**src/rtl/ring_phase_decoder.sv**
```systemverilog
// Monitor/decoder for a one-hot ring counter: turns the sampled ring state into a
// phase index, counts rotations and flags illegal codes or out-of-order steps.
module ring_phase_decoder #(
    parameter int WIDTH = 4,
    parameter int CNT_W = 8,
    localparam int PHASE_W = (WIDTH > 1) ? $clog2(WIDTH) : 1
) (
    input  logic               clk,
    input  logic               clear,
    input  logic               sample_en,
    input  logic [WIDTH-1:0]   q_in,
    input  logic               err_ack,
    output logic [PHASE_W-1:0] phase,
    output logic               phase_valid,
    output logic               wrap,
    output logic [CNT_W-1:0]   rot_count,
    output logic               onehot_err,
    output logic               step_err,
    output logic               fault
);

    typedef enum logic [1:0] {S_SEARCH, S_LOCKED, S_FAULT} state_t;

    localparam logic [PHASE_W-1:0] LAST_PHASE = PHASE_W'(WIDTH - 1);

    state_t               r_state, w_state_n;
    logic [WIDTH-1:0]     r_prev, w_prev_n;
    logic [PHASE_W-1:0]   r_phase, w_phase_n;
    logic                 r_pv, w_pv_n;
    logic                 r_wrap, w_wrap_n;
    logic [CNT_W-1:0]     r_rot, w_rot_n;
    logic                 r_oe, w_oe_n;
    logic                 r_se, w_se_n;
    logic                 r_fault, w_fault_n;

    logic                 w_legal;
    logic                 w_hold;
    logic                 w_advance;
    logic [WIDTH-1:0]     w_expected;
    logic [PHASE_W-1:0]   w_idx;

    assign w_legal    = $onehot(q_in);
    assign w_expected = {r_prev[WIDTH-2:0], r_prev[WIDTH-1]};
    assign w_hold     = (q_in == r_prev);
    assign w_advance  = (q_in == w_expected);

    always_comb begin
        w_idx = '0;
        for (int i = 0; i < WIDTH; i++)
            if (q_in[i]) w_idx = PHASE_W'(i);
    end

    // State register
    always_ff @(posedge clk or posedge clear) begin
        if (clear) r_state <= S_SEARCH;
        else       r_state <= w_state_n;
    end

    // Next-state logic
    always_comb begin
        w_state_n = r_state;
        case (r_state)
            S_SEARCH: if (sample_en && w_legal) w_state_n = S_LOCKED;
            S_LOCKED: if (sample_en && !w_hold && !w_advance) w_state_n = S_FAULT;
            S_FAULT:  if (err_ack) w_state_n = S_SEARCH;
            default:  w_state_n = S_SEARCH;
        endcase
    end

    // Output/datapath next values; pulses default low every cycle
    always_comb begin
        w_prev_n  = r_prev;
        w_phase_n = r_phase;
        w_pv_n    = r_pv;
        w_wrap_n  = 1'b0;
        w_rot_n   = r_rot;
        w_oe_n    = 1'b0;
        w_se_n    = 1'b0;
        w_fault_n = r_fault;
        case (r_state)
            S_SEARCH: begin
                if (sample_en) begin
                    if (w_legal) begin
                        w_phase_n = w_idx;
                        w_pv_n    = 1'b1;
                        w_prev_n  = q_in;
                    end else begin
                        w_oe_n = 1'b1;
                    end
                end
            end
            S_LOCKED: begin
                if (sample_en && !w_hold) begin
                    if (w_advance) begin
                        w_prev_n  = q_in;
                        w_phase_n = (r_phase == LAST_PHASE) ? '0 : r_phase + PHASE_W'(1);
                        if (r_phase == LAST_PHASE) begin
                            w_wrap_n = 1'b1;
                            w_rot_n  = r_rot + CNT_W'(1);
                        end
                    end else begin
                        w_oe_n    = !w_legal;
                        w_se_n    = w_legal;
                        w_fault_n = 1'b1;
                        w_pv_n    = 1'b0;
                    end
                end
            end
            S_FAULT: begin
                if (err_ack) begin
                    w_fault_n = 1'b0;
                    w_prev_n  = '0;
                end
            end
            default: ;
        endcase
    end

    always_ff @(posedge clk or posedge clear) begin
        if (clear) begin
            r_prev  <= '0;
            r_phase <= '0;
            r_pv    <= 1'b0;
            r_wrap  <= 1'b0;
            r_rot   <= '0;
            r_oe    <= 1'b0;
            r_se    <= 1'b0;
            r_fault <= 1'b0;
        end else begin
            r_prev  <= w_prev_n;
            r_phase <= w_phase_n;
            r_pv    <= w_pv_n;
            r_wrap  <= w_wrap_n;
            r_rot   <= w_rot_n;
            r_oe    <= w_oe_n;
            r_se    <= w_se_n;
            r_fault <= w_fault_n;
        end
    end

    assign phase       = r_phase;
    assign phase_valid = r_pv;
    assign wrap        = r_wrap;
    assign rot_count   = r_rot;
    assign onehot_err  = r_oe;
    assign step_err    = r_se;
    assign fault       = r_fault;

endmodule

```
**config.mk**
```make
export PLATFORM = sky130hd
export DESIGN_NAME = ring_phase_decoder
export DESIGN_NICKNAME = d
export VERILOG_FILES = /design/src/rtl/ring_phase_decoder.sv
export SDC_FILE = /design/constraint.sdc
export NUM_CORES = 1
export LEC_CHECK = 0
export ABC_AREA = 1
export CORE_ASPECT_RATIO = 2
export CORE_MARGIN = 2
export CORE_UTILIZATION = 50
export DETAILED_ROUTE_END_ITERATION = 10
export PLACE_DENSITY = 0.76
export SLEW_MARGIN = 30
export SYNTH_ARGS = -nofsm -noshare
export SYNTH_HDL_FRONTEND = slang
export SYNTH_SLANG_ARGS = --single-unit
```
**constraint.sdc**
```tcl
create_clock -name clk -period 4.28 [get_ports clk]
set_clock_uncertainty 0.1 [all_clocks]
set_input_delay 0.428 -clock clk [delete_from_list [all_inputs] [get_ports clk]]
set_output_delay 0.428 -clock clk [all_outputs]
set_load 0.05 [all_outputs]
```
### Yosys cells after proc, flatten, opt, wreduce, memory -nomap -nowiden

Cells that the tools add are included.

* register bits: 21
* bits of input ports: 8
* word-level logic and storage cells: 84

* add/sub/neg operators: 5
* equality and inequality tests: 14
* multiplexer cells: 40
* reductions and logical operators: 16

Operators by type and width (number)
* 2-bit 2-to-1 mux: 10
* 4-bit 2-to-1 mux: 5
* 1-bit 2-to-1 mux: 19
* 2-bit inequality test, second input constant: 8
* 4-bit case mux with 3 select lines: 1
* 5-bit AND reduction: 2
* 8-bit by 1-bit adder with 8-bit output, second input constant: 1
* 4-bit == test: 2
* 4-bit AND reduction: 2
* 1-bit case mux with 2 select lines: 3
* 2-bit case mux with 3 select lines: 1
* 6-bit AND reduction: 1
* 1-bit by 1-bit adder with 2-bit output: 2
* 2-bit == test, second input constant: 2
* 2-bit case mux with 2 select lines: 1
* 2-bit nonzero test: 2
* 2-bit by 2-bit adder with 3-bit output: 1
* 3-bit by 1-bit == test with 1-bit output, second input constant: 1
* 1-bit logical AND: 3
* 1-bit zero test: 3
* 3-bit AND reduction: 1
* 3-bit nonzero test: 1
* 2-bit by 1-bit adder with 2-bit output, second input constant: 1
* 2-bit by 1-bit == test with 1-bit output, second input constant: 1
* 2-bit zero test: 1

### Longest topological paths before layout

* word-level depth: 7
* gate-level depth with buffers: 15

### Worst setup path before layout

OpenSTA, ideal clock, no wires.

* path type: input port to flip-flop
* from: in q_in[0]
* to: reg r_phase[0], in the netlist phase[0]
* setup time: 0.120 ns
* arrival: 2.230 ns
* path slack: 1.831 ns
* cell stages on the path: 12
* buffers on the path: 0
* cell sequence: inv_1 -> fa_1 -> inv_1 -> ha_1 -> ha_1 -> nand3b_1 -> nand2_1 -> nand2_1 -> a21oi_4 -> nand3_1 -> nand2_1 -> nand2_1

* word-level cells in the longest chain between the ends: 5
* elaborated cells between the ends (all ways): 11
* those cells by class: add/sub (2); eq/ne (6); reduce/logical (3)

Ends and longest elaborated chain
* from (decl): line 11 `input logic [WIDTH-1:0] q_in,`
* 1-bit by 1-bit adder with 2-bit output (implied by the code) or 4-bit == test (tied branches): line 42, 44
* 2-bit by 2-bit adder with 3-bit output (implied by the code) or 1-bit zero test (tied branches): line 42, 93
* 3-bit by 1-bit == test with 1-bit output or 1-bit logical AND (tied branches): line 42, 93
* 2-bit inequality test (no source line)
* 5-bit AND reduction (no source line) *
* to (signal assigned): line 131 `r_phase <= w_phase_n;`
* to (decl): line 28 `logic [PHASE_W-1:0] r_phase, w_phase_n;`

Every way passes the cells marked *; elsewhere a longest branch is shown, timed or not.
A chain may end at the register's enable or synchronous reset.

### Final worst setup path

* from: in q_in[3]
* to: reg r_prev[0]

* word-level cells in the longest chain between the ends: 5
* elaborated cells between the ends (all ways): 11
* those cells by class: add/sub (2); eq/ne (6); reduce/logical (3)

Ends and longest elaborated chain
* 1-bit by 1-bit adder with 2-bit output (implied by the code) or 4-bit == test (tied branches): line 42, 44
* 2-bit by 2-bit adder with 3-bit output (implied by the code) or 1-bit zero test (tied branches): line 42, 93
* 3-bit by 1-bit == test with 1-bit output or 1-bit logical AND (tied branches): line 42, 93
* 2-bit inequality test (no source line)
* 6-bit AND reduction (no source line) *
* to (signal assigned): line 130 `r_prev <= w_prev_n;`
* to (decl): line 27 `logic [WIDTH-1:0] r_prev, w_prev_n;`

Marked as above.

==> results.toml <==
[logic_synthesis]
yosysSeqAreaShare = 0.4035
synth.most_common_cell = "nand2_1"
synthTopCellsByArea = "dfrtp_1 40%, nand2_1 21%, inv_1 5.5%"
syn-num-nets = 191
synth_cell_types = 24
syn_inst = 178
synth_common_cells = "72 x nand2_1, 21 x dfrtp_1, 19 x inv_1"
synth_edf_count = 0
yosysWarnings = 0
async_flop_share = 1.000
ys.flop_type = "dfrtp_1"
syn-cell-area_um2 = 1302
synth_seq_cells = 21
synth_top_area_share = 0.4035
syn_avg_cell_area_um2 = 7.317
yosysTopAreaCell = "dfrtp_1"

[setup_path]
cp_common_cell = "nand2_1"
r2r_end = "r_prev[0]"
worstReg2RegStart = "r_prev[2]"
worst-path-max-fanout = 8
start_kind = "primary input"
arrival_ns = 3.01
path_class = "in2reg"
worstPathCellList = "clkdlybuf4s50_1 -> inv_2 -> fa_1 -> inv_1 -> ha_1 -> ha_1 -> nand3b_1 -> nand2_1 -> nand2_1 -> a21oi_4 -> nand3_2 -> nand2_1 -> nand2_1"
crit_path_max_incr_delay_ns = 0.59
slowest_stage = "clkdlybuf4s50_1"
rrSetupSlack_ns = 2.70
critPathTopFamily = "adder cells"
r2r_cells = 9
critical_path_buf_inv_count = 3
required_ns = 4.32
end_kind = "flop"

[clocking]
cts.repair.resized = 0
clk_pin_slew_ns = 0.07
clkLatencyLatePin_ns = 0.25
post_cts_buffers = 0
cts_buffer_depth = 2
htreeDepth = 1
cts_tree = "done"
clockRootBuffer = "clkbuf_8"
postCtsHoldBufs = 0
cts_buffers = 3
clkSinkCount = 21

[floorplanning]
fp.dieH_um = 76.18
core_um2 = 2505
rows = 26
start_util = 0.5200
die_width_um = 40.09
dieArea_um2 = 3054
io_pins = 23

[placement]
io_buffer_count = 22
gp_congestion = 0.9150
dp_hpwl_mm = 2.494
placed_area_um2 = 1558

[layout]
syn_to_final_growth_pct = 23.05
drive_gt1_frac = 0.1176
fin_nets = 218
diodes = 0
fin_area_um2 = 1603

[global_route]
grt_pass1_vias = 1219
grt_pass1_wl_mm = 5.085
grt_overflow = 0
grt_usage = 0.2331
antenna_found_initial = 0
grt_max_degree = 22

[sta]
clock.fmax_mhz = 337.3
slew_headroom = 0.4805
setup_tns_ns = 0
slew_violations = 0
hold_viol = 0
tightest_slew_ns = 0.7785
finalSetupViolCount = 0
min_period_ns = 2.964
rsz0062_at_grt = "no"
fin_crit_sh = 0.6926

[power_and_ir_drop]
power_leakage_uw = 0.0008690
p_per_area_nw_per_um2 = 575.7
ir_drop_uv = 333.1

[min_path]
worstHoldPathType = "reg2reg"
min_path_cells = 2
hp-start = "phase_valid"
hold_end = "phase_valid"

[drt]
drtIter0Drc = 20
drc = 0
ant_nets = 0
vias = 1200
vias_per_cell = 5.172
post_drt_wl_per_cell_um = 13.05
drt_pre_antenna_iters = 4
drt-total-wl_mm = 3.027

[status]
status = "finished clean"

[run]
drv_cap = 0
[power by group]
group	switching [uW]	internal, uW
Clock	58.5	66.1
Combinational	335	159
Sequential	49.7	255
[cells by family after synthesis]
logic type | count (synthesis) | synth area share
simple gates | 112 | 0.3804
buf+inv | 25 | 0.07589
flops | 21 | 0.4035
compound gates | 9 | 0.04611
xor+xnor | 6 | 0.04035
fa+ha+maj | 5 | 0.05380
[sequential cells by signal (all words and copies together), names as in the netlist]
| name | count |
|---|---|
| fault | 1 |
| onehot_err | 1 |
| phase | 2 |
| phase_valid | 1 |
| r_prev | 4 |
| r_state | 2 |
| rot_count | 8 |
| step_err | 1 |
| wrap | 1 |
[metal layers]
layer	wire [um]	vias up	part of all wire	GRT usage
met5	0	-	0	0
met4	76	0	0.025	0.1034
met3	76	9	0.025	0.02332
met2	1790	31	0.59	0.4371
met1	1084	559	0.36	0.2203
li1	-	601	-	-
[worst reg2reg max path, stage by stage, from the launching register on]
cell	delay (ns)
dfrtp_1	0.44
inv_1	0.09
nand2_1	0.06
nand2_1	0.06
nor2_2	0.09
nand2_1	0.11
a21oi_4	0.24
nand3_2	0.13
nand2_1	0.09
nand2_1	0.06
[cells in the final DEF, fill, tap and decap left out]
cell             Yosys  final
clkbuf_1             0      1
nand2_4              1      1
o21ai_1              1      1
clkbuf_8             0      3
nand2_2              9      9
o21ai_0              4      4
nand2_1             72     72
nor2_2               3      3
nand3b_1             1      1
a21oi_1              1      1
nand4_1              8      8
ha_1                 4      4
dfrtp_1             21     21
xor2_1               2      2
clkdlybuf4s50_1      0     22
xnor2_1              4      4
inv_2                5      5
a21oi_4              1      1
fa_1                 1      1
a22oi_1              1      1
inv_6                1      1
nor2_1              11     11
inv_1               19     19
nor3_1               1      1
o22ai_1              1      1
nand3_2              1      1
nand3_1              5      5
[final cells by class]
class / instances / area, um2
Sequential cell: 21 / 525.5
Tap cell: 28 / 35.03
Timing Repair Buffer: 22 / 220.2
Inverter: 25 / 98.84
Clock buffer: 4 / 45.04
Fill cell: 236 / 902.1
Multi-Input combinational cell: 132 / 678.2
[stage by stage]
step                      power (uW)  instances  setup WS, ns  hold slack (ns)  utilization
final                          922.7        232         1.316           0.3959       0.6399
after global routing           999.1        232         1.120           0.4205       0.6399
after CTS                      928.6        232         1.314           0.4020       0.6399
after floorplan                661.4        178         1.831           0.3045            -
after detailed placement       803.2        228         1.051           0.3860       0.6219
after global placement         785.1        228         1.156           0.3649       0.6219
[how the worst max path moves through the flow]
stage	startpoint	end	slack, ns	depth (start not counted)
2_1_floorplan	q_in[0]	phase[0]	1.83	12
3_3_place_gp	q_in[3]	r_prev[1]	1.16	13
3_5_place_dp	q_in[3]	r_prev[0]	1.05	13
4_1_cts	q_in[3]	r_prev[0]	1.31	13
5_1_grt	q_in[0]	r_prev[2]	1.12	13
6_report	q_in[3]	r_prev[0]	1.32	13
(Power assumes the default switching activity.)
